$ cat src/rtl/regfile_dump_reader_if.sv
// Bundle of the dump reader's control, register-file read port and output
// stream signals.
//   master : the dump engine (drives RF_ADDR, OUT_*, BUSY, DONE, COUNT)
//   slave  : the environment (drives START, range, ABORT, RF_DATA, OUT_READY)
interface regfile_dump_reader_if #(
    parameter int unsigned DATA_WIDTH = 32,
    parameter int unsigned ADDR_WIDTH = 5
);
    logic                  START;
    logic [ADDR_WIDTH-1:0] FIRST_ADDR;
    logic [ADDR_WIDTH-1:0] LAST_ADDR;
    logic                  ABORT;
    logic [ADDR_WIDTH-1:0] RF_ADDR;
    logic [DATA_WIDTH-1:0] RF_DATA;
    logic [DATA_WIDTH-1:0] OUT_DATA;
    logic [ADDR_WIDTH-1:0] OUT_ADDR;
    logic                  OUT_VALID;
    logic                  OUT_READY;
    logic                  OUT_LAST;
    logic                  BUSY;
    logic                  DONE;
    logic [ADDR_WIDTH:0]   COUNT;

    modport master (
        input  START, FIRST_ADDR, LAST_ADDR, ABORT, RF_DATA, OUT_READY,
        output RF_ADDR, OUT_DATA, OUT_ADDR, OUT_VALID, OUT_LAST, BUSY, DONE, COUNT
    );

    modport slave (
        output START, FIRST_ADDR, LAST_ADDR, ABORT, RF_DATA, OUT_READY,
        input  RF_ADDR, OUT_DATA, OUT_ADDR, OUT_VALID, OUT_LAST, BUSY, DONE, COUNT
    );
endinterface

$ cat src/rtl/regfile_dump_reader.sv
// Debug readout engine: walks a (possibly wrapping) register range through
// register-file read port 1 and streams each word out over valid/ready.
// Ports:
//   CLK, RST : clock, asynchronous active-low reset
//   bus      : regfile_dump_reader_if.master (control, RF read port, stream)
module regfile_dump_reader #(
    parameter int unsigned DATA_WIDTH = 32,
    parameter int unsigned ADDR_WIDTH = 5
) (
    input  logic                   CLK,
    input  logic                   RST,
    regfile_dump_reader_if.master  bus
);
    localparam int unsigned CNT_W = ADDR_WIDTH + 1;

    typedef enum logic [1:0] {
        S_IDLE,
        S_RUN,
        S_FINISH
    } state_t;

    state_t                state_q,     state_d;
    logic [ADDR_WIDTH-1:0] cur_addr_q,  cur_addr_d;
    logic [CNT_W-1:0]      remaining_q, remaining_d;
    logic [CNT_W-1:0]      count_q,     count_d;
    logic [DATA_WIDTH-1:0] out_data_q,  out_data_d;
    logic [ADDR_WIDTH-1:0] out_addr_q,  out_addr_d;
    logic                  out_valid_q, out_valid_d;
    logic                  out_last_q,  out_last_d;
    logic                  busy_q,      busy_d;
    logic                  done_q,      done_d;

    logic                  handshake;
    logic                  load;
    logic [ADDR_WIDTH-1:0] span;

    // State register
    always_ff @(posedge CLK or negedge RST) begin
        if (!RST) begin
            state_q     <= S_IDLE;
            cur_addr_q  <= '0;
            remaining_q <= '0;
            count_q     <= '0;
            out_data_q  <= '0;
            out_addr_q  <= '0;
            out_valid_q <= 1'b0;
            out_last_q  <= 1'b0;
            busy_q      <= 1'b0;
            done_q      <= 1'b0;
        end else begin
            state_q     <= state_d;
            cur_addr_q  <= cur_addr_d;
            remaining_q <= remaining_d;
            count_q     <= count_d;
            out_data_q  <= out_data_d;
            out_addr_q  <= out_addr_d;
            out_valid_q <= out_valid_d;
            out_last_q  <= out_last_d;
            busy_q      <= busy_d;
            done_q      <= done_d;
        end
    end

    // Next-state and output logic
    always_comb begin
        state_d     = state_q;
        cur_addr_d  = cur_addr_q;
        remaining_d = remaining_q;
        count_d     = count_q;
        out_data_d  = out_data_q;
        out_addr_d  = out_addr_q;
        out_valid_d = out_valid_q;
        out_last_d  = out_last_q;
        busy_d      = busy_q;
        done_d      = 1'b0;

        handshake = out_valid_q & bus.OUT_READY;
        load      = 1'b0;
        // Modulo-2^ADDR_WIDTH distance makes wrapping ranges fall out naturally
        span      = bus.LAST_ADDR - bus.FIRST_ADDR;

        case (state_q)
            S_IDLE: begin
                if (bus.START && !bus.ABORT) begin
                    cur_addr_d  = bus.FIRST_ADDR;
                    remaining_d = {1'b0, span} + CNT_W'(1);
                    count_d     = '0;
                    busy_d      = 1'b1;
                    state_d     = S_RUN;
                end
            end

            S_RUN: begin
                count_d = count_q + CNT_W'(handshake);
                if (bus.ABORT) begin
                    out_valid_d = 1'b0;
                    out_last_d  = 1'b0;
                    busy_d      = 1'b0;
                    state_d     = S_IDLE;
                end else begin
                    // Refill the output register whenever it is empty or draining
                    load = (remaining_q != '0) && (!out_valid_q || bus.OUT_READY);
                    if (load) begin
                        out_data_d  = bus.RF_DATA;
                        out_addr_d  = cur_addr_q;
                        out_valid_d = 1'b1;
                        out_last_d  = (remaining_q == CNT_W'(1));
                        cur_addr_d  = cur_addr_q + ADDR_WIDTH'(1);
                        remaining_d = remaining_q - CNT_W'(1);
                    end else if (handshake) begin
                        out_valid_d = 1'b0;
                        out_last_d  = 1'b0;
                        done_d      = 1'b1;
                        state_d     = S_FINISH;
                    end
                end
            end

            S_FINISH: begin
                busy_d  = 1'b0;
                state_d = S_IDLE;
            end

            default: begin
                state_d = S_IDLE;
            end
        endcase
    end

    assign bus.RF_ADDR   = cur_addr_q;
    assign bus.OUT_DATA  = out_data_q;
    assign bus.OUT_ADDR  = out_addr_q;
    assign bus.OUT_VALID = out_valid_q;
    assign bus.OUT_LAST  = out_last_q;
    assign bus.BUSY      = busy_q;
    assign bus.DONE      = done_q;
    assign bus.COUNT     = count_q;
endmodule

$ cat src/flat_wrapper.sv
// flat-port wrapper written by rule: the top's interface ports become plain ports
module regfile_dump_reader_flat 
#(
    parameter int unsigned DATA_WIDTH = 32,
    parameter int unsigned ADDR_WIDTH = 5
)
  (CLK, RST, bus_START, bus_FIRST_ADDR, bus_LAST_ADDR, bus_ABORT, bus_RF_DATA, bus_OUT_READY, bus_RF_ADDR, bus_OUT_DATA, bus_OUT_ADDR, bus_OUT_VALID, bus_OUT_LAST, bus_BUSY, bus_DONE, bus_COUNT);
  regfile_dump_reader_if #(.DATA_WIDTH(DATA_WIDTH), .ADDR_WIDTH(ADDR_WIDTH)) bus_i ();
  input  logic CLK;
  input  logic RST;
  input wire logic [$bits(bus_i.START)-1:0] bus_START;
  input wire logic [$bits(bus_i.FIRST_ADDR)-1:0] bus_FIRST_ADDR;
  input wire logic [$bits(bus_i.LAST_ADDR)-1:0] bus_LAST_ADDR;
  input wire logic [$bits(bus_i.ABORT)-1:0] bus_ABORT;
  input wire logic [$bits(bus_i.RF_DATA)-1:0] bus_RF_DATA;
  input wire logic [$bits(bus_i.OUT_READY)-1:0] bus_OUT_READY;
  output wire logic [$bits(bus_i.RF_ADDR)-1:0] bus_RF_ADDR;
  output wire logic [$bits(bus_i.OUT_DATA)-1:0] bus_OUT_DATA;
  output wire logic [$bits(bus_i.OUT_ADDR)-1:0] bus_OUT_ADDR;
  output wire logic [$bits(bus_i.OUT_VALID)-1:0] bus_OUT_VALID;
  output wire logic [$bits(bus_i.OUT_LAST)-1:0] bus_OUT_LAST;
  output wire logic [$bits(bus_i.BUSY)-1:0] bus_BUSY;
  output wire logic [$bits(bus_i.DONE)-1:0] bus_DONE;
  output wire logic [$bits(bus_i.COUNT)-1:0] bus_COUNT;
  assign bus_i.START = bus_START;
  assign bus_i.FIRST_ADDR = bus_FIRST_ADDR;
  assign bus_i.LAST_ADDR = bus_LAST_ADDR;
  assign bus_i.ABORT = bus_ABORT;
  assign bus_i.RF_DATA = bus_RF_DATA;
  assign bus_i.OUT_READY = bus_OUT_READY;
  assign bus_RF_ADDR = bus_i.RF_ADDR;
  assign bus_OUT_DATA = bus_i.OUT_DATA;
  assign bus_OUT_ADDR = bus_i.OUT_ADDR;
  assign bus_OUT_VALID = bus_i.OUT_VALID;
  assign bus_OUT_LAST = bus_i.OUT_LAST;
  assign bus_BUSY = bus_i.BUSY;
  assign bus_DONE = bus_i.DONE;
  assign bus_COUNT = bus_i.COUNT;
  regfile_dump_reader #(.DATA_WIDTH(DATA_WIDTH), .ADDR_WIDTH(ADDR_WIDTH)) u_core (.CLK(CLK), .RST(RST), .bus(bus_i));
endmodule
$ cat config.mk
export PLATFORM = sky130hd
export DESIGN_NAME = regfile_dump_reader_flat
export DESIGN_NICKNAME = d
export VERILOG_FILES = /design/src/rtl/regfile_dump_reader_if.sv /design/src/rtl/regfile_dump_reader.sv /design/src/flat_wrapper.sv
export SDC_FILE = /design/constraint.sdc
export NUM_CORES = 1
export LEC_CHECK = 0
export ABC_CLOCK_PERIOD_IN_PS = 1950
export BUFFER_PORTS_ARGS = -buffer_cell sky130_fd_sc_hd__buf_2
export CAP_MARGIN = 25
export CORE_ASPECT_RATIO = 1.75
export CORE_UTILIZATION = 48
export CTS_BUF_LIST = sky130_fd_sc_hd__clkbuf_4
export CTS_CLUSTER_DIAMETER = 120
export DETAILED_ROUTE_END_ITERATION = 8
export PLACE_DENSITY_LB_ADDON = 0.1
export RECOVER_POWER = 100
export SYNTH_ARGS = -nofsm -noshare
export SYNTH_HDL_FRONTEND = slang
export SYNTH_SLANG_ARGS = --single-unit
export TNS_END_PERCENT = 1
$ cat constraint.sdc
create_clock -name CLK -period 1.95 [get_ports CLK]
set_input_delay 0.0975 -clock CLK [delete_from_list [all_inputs] [get_ports CLK]]
set_output_delay 0.0975 -clock CLK [all_outputs]
set_load 0.01 [all_outputs]
==> qor.yml, run 1 <==
job:
  cap_violations: 0
power:
  leakagePower_nw: 1.974
  p_clk_frac: 0.171
  switching_share: 0.3832
  power_switching_mw: 2.530
  p_int_mw: 4.072
  p_seq_frac: 0.348
  power_density_mw_per_mm2: 1540
  vdd_drop_max_mv: 0.6400
  pwr-share-comb: 0.481
  total_power_mw: 6.602
placed_design:
  dpl-instance-area_mm2: 0.003714
  globalplace.congestion: 0.8175
  port_buffers: 98
  place_ws_ns: -0.01633
  dp.final_hpwl_um: 5022
clock_tree:
  cts_root_buffer: "clkbuf_4"
  path_clk_slew_ns: 0.10
  clk_path_buf_depth: 2
  htree_levels: 3
  clock-sinks: 60
  tritoncts: "built"
  clk_latency_ns: 0.41
  cts_buffers: 9
sta:
  tightest_slew_ns: 0.9554
  finalMaxSlewViolations: 0
  setup_ws_ns: 0.1021
  setup_viol: 0
  clock_skew_ns: 0.01177
  relSlewSlack: 0.3631
  rsz0062_at_grt: "yes"
  min_period_over_period: 0.9476
  hold_violations: 0
  finalCriticalPeriod_ns: 1.848
  fmax_mhz: 541.2
worst_setup_path:
  start_kind: "register"
  crit_slowest_cell: "dfrtp_1"
  end_kind: "register"
  r2r_end: "u_core.bus.OUT_DATA[12]$_DFFE_PN0P_"
  ff2ff_setup_slack_ns: 0.10
  rr_worst_depth: 7
  cp_data_required_time_ns: 2.24
  cp_cell_sequence: "inv_1 > ha_2 > nand2b_1 > a211oi_4 > buf_4 > clkbuf_16 > mux2_4"
  crit_type: "register to register"
  crit_arrival_ns: 2.14
  max_stage_delay_ns: 0.41
  r2r_start: "u_core.state_q[1]$_DFFE_PN0P_"
  crit_start: "u_core.state_q[1]$_DFFE_PN0P_"
  cp_max_fo: 19
routing:
  top_layer_used: "met4"
  drt-met1-wl_um: 2932
  wl_um: 7683
  drt_iter0_drc: 114
  wl_met2_um: 4164
  ant_nets: 0
  first_pass_iters: 5
  vias_per_cell: 5.100
  drc: 0
  routedWlPerCell_um: 15.40
  wl_met3_um: 345
  vias: 2545
yosys:
  synth-async-reset-ratio: 1.000
  postSynthAreaPerCell_um2: 11.82
  synth-seq-area-share: 0.4884
  synth_edf_count: 0
  synth_cells: 260
  ys_types: 40
  mappedNetlistNets: 322
  synth-main-ff-cell: "dfrtp_1"
  yosysWarnings: 0
  synth_area_mm2: 0.003074
  synth_seq_cells: 60
floorplan:
  die_area_mm2: 0.006741
  top_level_ports: 99
  die_w_um: 62.50
  num_rows: 38
  die_h_um: 107.9
  start_util: 0.4974
  core_mm2: 0.006181
final_layout:
  layout_commonest_cell: "dfrtp_1"
  area_delta_synth_final_pct: 39.48
  postLayoutCellArea_mm2: 0.004288
  nets: 475
  fill_cells: 517
  final_cell_mix: "59 x dfrtp_1, 54 x clkbuf_1, 45 x buf_2"
  drive_gt1_frac: 0.3062
worst_hold_path:
  holdCritStartpoint: "bus_ABORT"
  hold_path_class: "primary input to register"
  min_path_cells: 3
  holdPathEnd: "u_core.bus.OUT_LAST$_DFFE_PN0P_"
global_route:
  grt_pass1_wl_um: 12250
  first_global_vias: 2580
  grtUsageTotal: 0.2410
  overflow: 0
  antenna_found_initial: 1
  grt_max_degree: 39
outcome:
  status: "completed"
[cells in the mapped netlist, types with 5 or more instances]
master,count,share of area
and3_1,5,0.010
ha_1,14,0.057
inv_1,16,0.020
a21oi_1,11,0.018
dfrtp_1,60,0.49
nor2_1,10,0.012
nand2_1,17,0.021
mux2i_1,5,0.016
mux2_2,19,0.070
mux2_4,19,0.093
o21ai_0,19,0.031
nand4_1,5,0.010
[state kept, by name, indices dropped and copies added, names as in the netlist]
register              count
u_core.bus.RF_ADDR        5
u_core.bus.BUSY           1
u_core.remaining_q        6
u_core.bus.OUT_VALID      1
u_core.bus.COUNT          6
u_core.bus.OUT_LAST       1
u_core.bus.OUT_DATA      32
u_core.bus.DONE           1
u_core.state_q            2
u_core.bus.OUT_ADDR       5
[worst max path at each step]
stage	end	slack, ns	depth (start not counted)
3_3_place_gp	u_core.bus.OUT_DATA[2]$_DFFE_PN0P_	0.06	6
4_1_cts	u_core.bus.OUT_DATA[23]$_DFFE_PN0P_	0.008	6
5_1_grt	u_core.remaining_q[3]$_DFFE_PN0P_	-0.02	7
6_report	u_core.bus.OUT_DATA[12]$_DFFE_PN0P_	0.10	7
3_5_place_dp	u_core.remaining_q[4]$_DFFE_PN0P_	-0.02	10
2_1_floorplan	u_core.bus.OUT_ADDR[0]$_DFFE_PN0P_	0.07	8
[cell families after synthesis]
family,count (synthesis),share of synthesized area
DFF,60,0.4884
and+or+nand+nor,57,0.09768
AOI/OAI and AO/OA,51,0.1022
muxes,44,0.1860
buffers and inverters,25,0.03948
adders and majority gates,15,0.06349
xor gates and xnor gates,8,0.02279
[power groups by stage]
stage          sequential [mW]  combinational, mW  clock [mW]
2_1_floorplan             2.46               1.84           0
3_3_place_gp              2.26               3.08           0
3_5_place_dp              2.28               3.13           0
4_1_cts                   2.26               3.22        1.17
5_1_grt                   2.37               3.49        1.21
6_report                  2.29               3.18        1.13
[critical path: cells and delay by family (launching register included)]
family          cells  cell delay [ns]
buf+inv             3             0.49
flops               1             0.41
mux                 1             0.32
fa+ha+maj           1             0.23
compound gates      1             0.16
simple gates        1             0.13
[stage by stage]
stage | util | hold slack, ns | setup TNS (ns) | std cells
2_1_floorplan | - | -0.1981 | 0 | 260
3_3_place_gp | 0.6008 | 0.04974 | 0 | 441
3_5_place_dp | 0.6008 | 0.05465 | -0.04505 | 441
4_1_cts | 0.6947 | 0.002981 | 0 | 496
5_1_grt | 0.6937 | 0.02507 | -0.02286 | 499
6_report | 0.6937 | 0.03361 | 0 | 499
[layout make-up]
type	count	area (µm²)	share of cell area
Sequential cell	60	1503	0.3505
Multi-Input combinational cell	175	1494	0.3484
Timing Repair Buffer	151	940.9	0.2194
Clock inverter	6	112.6	0.02626
Tap cell	80	100.1	0.02334
Clock buffer	10	75.07	0.01751
Inverter	16	60.06	0.01401
Antenna cell	1	2.502	0.0005836
[routing by layer]
layer,up-vias,track usage
li1,1240,-
met4,0,0.1395
met3,15,0.05508
met1,1206,0.2652
met5,-,0
met2,84,0.4200
[repair_timing]
action | in CTS | in global routing
setup buffers | 0 | 1
setup endpoints to repair | 18 | 43
hold endpoints to repair | 55 | 0
hold buffers | 39 | 0
gates resized for setup | 1 | 9
cloned | 0 | 1
pin swaps | 0 | 2
(Power assumes the default switching activity.)
==> inputs of run 2 (changes only) <==
--- a/config.mk
+++ b/config.mk
@@ -13,7 +13,7 @@
 export CTS_BUF_LIST = sky130_fd_sc_hd__clkbuf_4
 export CTS_CLUSTER_DIAMETER = 120
 export DETAILED_ROUTE_END_ITERATION = 8
-export PLACE_DENSITY_LB_ADDON = 0.1
+export PLACE_DENSITY = 0.79
 export RECOVER_POWER = 100
 export SYNTH_ARGS = -nofsm -noshare
 export SYNTH_HDL_FRONTEND = slang
==> qor.yml, run 2 (synthesis gave the netlist of run 1 again) <==
worst_setup_path:
  crit_family: "simple AND/OR/NAND/NOR gates"
  end_kind: "register"
  crit_slowest_cell: "dfrtp_1"
  crit_arrival_ns: 2.14
  cp_max_fo: 9
  start_kind: "register"
  cp_num_buf_inv: 2
  cp_data_required_time_ns: 2.24
  cp_cell_sequence: "inv_1 > ha_1 > buf_4 > nand4_1 > and3_1 > a211oi_2 > o21ai_0"
  max_stage_delay_ns: 0.41
  crit_type: "register to register"
  ff2ff_setup_slack_ns: 0.11
power:
  p_int_mw: 3.741
  switching_share: 0.4016
  power_density_mw_per_mm2: 1487
  p_clk_frac: 0.132
  vdd_drop_max_mv: 0.6766
  pwr-share-comb: 0.504
  p_seq_frac: 0.364
  total_power_mw: 6.252
  leakagePower_nw: 1.942
  power_switching_mw: 2.511
final_layout:
  area_delta_synth_final_pct: 36.79
  final-instance-count-excl-fill: 497
  postLayoutCellArea_mm2: 0.004205
  final_cell_mix: "60 x dfrtp_1, 54 x clkbuf_1, 46 x buf_2"
  layout_commonest_cell: "dfrtp_1"
  num_antenna_cells: 0
  drive_gt1_frac: 0.2902
  largest_register_ffs: 32
  nets: 475
clock_tree:
  clock-sinks: 60
  tritoncts: "built"
  clk_path_buf_depth: 2
  path_clk_slew_ns: 0.10
  cts_buffers: 9
  cts_root_buffer: "clkbuf_4"
  htree_levels: 3
  clk_latency_ns: 0.42
floorplan:
  core_mm2: 0.006181
  start_util: 0.4974
  die_area_mm2: 0.006741
  die_w_um: 62.50
  die_h_um: 107.9
  num_rows: 38
  top_level_ports: 99
sta:
  hold-worst-slack_ns: 0.04793
  relSlewSlack: 0.1023
  setup_viol: 0
  hold_violations: 0
  min_period_over_period: 0.9461
  finalCriticalPeriod_ns: 1.845
  tightest_slew_ns: 1.346
  finalMaxSlewViolations: 0
  clock_skew_ns: 0.01457
  fmax_mhz: 542.1
  finalSetupTns_ns: 0
placed_design:
  globalplace.congestion: 0.8319
  dp.final_hpwl_um: 5093
  port_buffers: 98
  dp_cells: 439
  dpl-instance-area_mm2: 0.003711
global_route:
  grt_util_met2: 0.4464
  grt_max_degree: 40
  grt_pass1_wl_um: 11720
  antenna_found_initial: 0
  grt_use_met1: 0.2077
  grtUsageTotal: 0.2285
  first_global_vias: 2673
  grtUsageMet3: 0.04449
  overflow: 0
  busiest_layer: "met2"
routing:
  drc: 0
  vias: 2606
  drt_iter0_drc: 130
  routedWlPerCell_um: 15.31
  wl_um: 7609
  vias_per_cell: 5.243
  first_pass_iters: 4
  ant_nets: 0
outcome:
  status: "completed"
worst_hold_path:
  hold_path_class: "primary input to register"
job:
  cap_violations: 0
## run 2: changes by cell type in the layout (fill, tap and decap cells not counted), sizes merged
cell / before / now
buf: 55 / 58
bufinv: 3 / 1
clkbuf: 67 / 63
clkinv: 3 / 4
clkinvlp: 0 / 1
diode: 1 / 0
## run 2: layout make-up
cell class,instances,area (µm²)
clock inverters,6,56.30
well taps,80,100.1
repair buffers,151,938.4
flip-flops and latches,60,1501
inverters,16,60.06
multi-input cells,175,1481
fillers,486,1976
clock buffers,9,67.56
## run 2: metal layers
layer	share of wire	up-vias	wire length [µm]
met2	0.56	87	4289
met4	0.041	0	314
met1	0.36	1254	2759
met3	0.032	28	246
met5	0	-	0
li1	-	1237	-
## run 2: final timing paths
kind / endpoint / start / cells after the start
min in group asynchronous: u_core.bus.RF_ADDR[1]$_DFFE_PN0P_ / RST / 2
max in group asynchronous: u_core.bus.OUT_DATA[14]$_DFFE_PN0P_ / RST / 3
hold / removal: u_core.bus.OUT_LAST$_DFFE_PN0P_ / bus_ABORT / 3
setup reg to reg: u_core.remaining_q[4]$_DFFE_PN0P_ / u_core.state_q[1]$_DFFE_PN0P_ / 7
hold reg to reg: u_core.bus.OUT_LAST$_DFFE_PN0P_ / u_core.bus.OUT_LAST$_DFFE_PN0P_ / 2
setup / recovery: u_core.remaining_q[4]$_DFFE_PN0P_ / u_core.state_q[1]$_DFFE_PN0P_ / 7
## run 2: through the flow
step | util | worst slack, ns
after floorplan | - | 0.06719
after global placement | 0.6004 | 0.07353
after detailed placement | 0.6004 | -0.07279
after CTS | 0.6836 | 0.03609
after global routing | 0.6804 | -0.004866
final | 0.6804 | 0.1052
## run 2: power by group through the flow
| stage | Combinational [mW] | Clock (mW) | Sequential [mW] |
|---|---|---|---|
| 6_report | 3.15 | 0.826 | 2.28 |
| 5_1_grt | 3.43 | 0.898 | 2.35 |
| 4_1_cts | 3.21 | 0.858 | 2.24 |
| 3_5_place_dp | 3.14 | 0 | 2.27 |
| 3_3_place_gp | 3.06 | 0 | 2.23 |
| 2_1_floorplan | 1.84 | 0 | 2.46 |
## run 2: worst reg2reg max path, delay by kind of cell, from the launching register on
family	cells	cell delay, ns
fa+ha+maj	1	0.16
compound gates	2	0.34
buf+inv	2	0.25
flops	1	0.41
simple gates	2	0.56
## run 2: what timing repair did
item,4_1_cts,5_1_grt
buffers inserted,0,4
hold endpoints to repair,59,0
gates resized for setup,0,5
hold buffers,39,0
endpoints found under the setup margin,0,6
==> inputs of run 3 (changes only) <==
--- a/config.mk
+++ b/config.mk
@@ -9,11 +9,11 @@
 export BUFFER_PORTS_ARGS = -buffer_cell sky130_fd_sc_hd__buf_2
 export CAP_MARGIN = 25
 export CORE_ASPECT_RATIO = 1.75
-export CORE_UTILIZATION = 48
-export CTS_BUF_LIST = sky130_fd_sc_hd__clkbuf_4
+export CORE_UTILIZATION = 46
+export CTS_BUF_LIST = sky130_fd_sc_hd__clkbuf_16
 export CTS_CLUSTER_DIAMETER = 120
 export DETAILED_ROUTE_END_ITERATION = 8
-export PLACE_DENSITY = 0.79
+export PLACE_DENSITY = 0.76
 export RECOVER_POWER = 100
 export SYNTH_ARGS = -nofsm -noshare
 export SYNTH_HDL_FRONTEND = slang
==> qor.yml, run 3 (synthesis gave the netlist of run 1 again) <==
outcome:
  status: "completed"
power:
  power_switching_mw: 2.531
  p_seq_frac: 0.330
  vdd_drop_max_mv: 0.8249
  leakagePower_nw: 1.892
  p_int_mw: 4.366
  total_power_mw: 6.898
  power_density_mw_per_mm2: 1695
  pwr-share-comb: 0.453
  switching_share: 0.3670
  p_clk_frac: 0.216
final_layout:
  layout_commonest_cell: "dfrtp_1"
  nets: 447
  fill_cells: 560
  postLayoutCellArea_mm2: 0.004069
  drive_gt1_frac: 0.3077
  final_cell_mix: "60 x dfrtp_1, 54 x clkbuf_1, 45 x buf_2"
  largest_register_ffs: 32
  num_antenna_cells: 0
  area_delta_synth_final_pct: 32.36
clock_tree:
  tritoncts: "built"
  cts_buffers: 9
  clk_latency_ns: 0.32
  htree_levels: 3
  clk_path_buf_depth: 2
  path_clk_slew_ns: 0.05
  cts_root_buffer: "clkbuf_16"
  clock-sinks: 60
routing:
  ant_nets: 0
  first_pass_iters: 4
  drt_iter0_drc: 161
  drc: 0
  vias_per_cell: 5.197
  wl_um: 6805
  routedWlPerCell_um: 14.42
  vias: 2453
global_route:
  antenna_found_initial: 0
  first_global_vias: 2332
  overflow: 0
  grt_max_degree: 26
  grtUsageTotal: 0.1972
  grt_pass1_wl_um: 10610
floorplan:
  start_util: 0.4737
  die_h_um: 110.1
  top_level_ports: 99
  num_rows: 39
  die_area_mm2: 0.007027
  die_w_um: 63.80
  core_mm2: 0.006490
sta:
  relSlewSlack: 0.1031
  fmax_mhz: 536.3
  finalSetupTns_ns: 0
  clock_skew_ns: 0.006506
  rsz0062_at_grt: "yes"
  hold_violations: 0
  min_period_over_period: 0.9562
  setup_ws_ns: 0.08537
  tightest_slew_ns: 1.345
  setup_viol: 0
  finalCriticalPeriod_ns: 1.865
  finalMaxSlewViolations: 0
worst_setup_path:
  cp_data_required_time_ns: 2.16
  crit_type: "register to register"
  start_kind: "register"
  cp_max_fo: 11
  end_kind: "register"
  crit_arrival_ns: 2.07
job:
  cap_violations: 0
placed_design:
  place_ws_ns: 0.04049
  port_buffers: 98
  globalplace.congestion: 0.8035
  dpl-instance-area_mm2: 0.003751
  dp.final_hpwl_um: 5083
worst_hold_path:
  hold_path_class: "primary input to register"
-- run 3: area by class of cell --
class / instances / area, µm² / area share
repair buffers: 123 / 656.9 / 0.1614
inverters: 16 / 60.06 / 0.01476
clock inverters: 7 / 58.81 / 0.01445
well taps: 82 / 102.6 / 0.02522
flip-flops and latches: 60 / 1501 / 0.3690
clock buffers: 9 / 225.2 / 0.05535
multi-input cells: 175 / 1464 / 0.3598
-- run 3: timing repair --
| action | in CTS | in global routing |
|---|---|---|
| endpoints found under the setup margin | 0 | 11 |
| setup buffers | 0 | 2 |
| hold endpoints to repair | 30 | 0 |
| gates resized for setup | 0 | 2 |
| hold buffers | 8 | 0 |
-- run 3: worst max-delay path, cell delays in order (launching register included) --
cell and delay [ns]:
dfrtp_1 0.39, inv_1 0.09, ha_1 0.17, nand2b_1 0.11
a211oi_4 0.30, buf_4 0.21, buf_12 0.14, mux2_2 0.33
-- run 3: metrics by stage --
step / hold WS [ns] / std cells / util
after floorplan: -0.1981 / 260 / -
after global placement: 0.1058 / 446 / 0.5780
after detailed placement: 0.1170 / 446 / 0.5780
after CTS: 0.001271 / 470 / 0.6341
after global routing: 0.004157 / 472 / 0.6270
final: 0.005887 / 472 / 0.6270
-- run 3: worst paths after layout --
kind | startpoint | to | slack (ns) | cells after the start
min in group asynchronous | RST | u_core.bus.OUT_DATA[7]$_DFFE_PN0P_ | 0.61 | 2
max reg2reg | u_core.state_q[1]$_DFFE_PN0P_ | u_core.bus.OUT_DATA[30]$_DFFE_PN0P_ | 0.09 | 7
min | bus_RF_DATA[27] | u_core.bus.OUT_DATA[27]$_DFFE_PN0P_ | 0.006 | 2
min reg2reg | u_core.bus.OUT_LAST$_DFFE_PN0P_ | u_core.bus.OUT_LAST$_DFFE_PN0P_ | 0.48 | 2
max in group asynchronous | RST | u_core.remaining_q[4]$_DFFE_PN0P_ | 0.33 | 3
max | u_core.state_q[1]$_DFFE_PN0P_ | u_core.bus.OUT_DATA[30]$_DFFE_PN0P_ | 0.09 | 7
-- run 3: power groups by stage --
stage / Combinational, mW / Sequential (mW) / Clock [mW]
final: 3.13 / 2.28 / 1.49
after floorplan: 1.84 / 2.46 / 0
after CTS: 3.23 / 2.26 / 1.52
after global routing: 3.42 / 2.36 / 1.58
after global placement: 3.12 / 2.24 / 0
after detailed placement: 3.20 / 2.27 / 0
-- run 3: per-layer routing --
metal / vias to the layer above / share of wire / global-route usage
met4: 0 / 0.020 / 0.09416
li1: 1174 / - / -
met5: - / 0 / 0
met2: 70 / 0.55 / 0.3564
met3: 12 / 0.034 / 0.04424
met1: 1197 / 0.39 / 0.2158
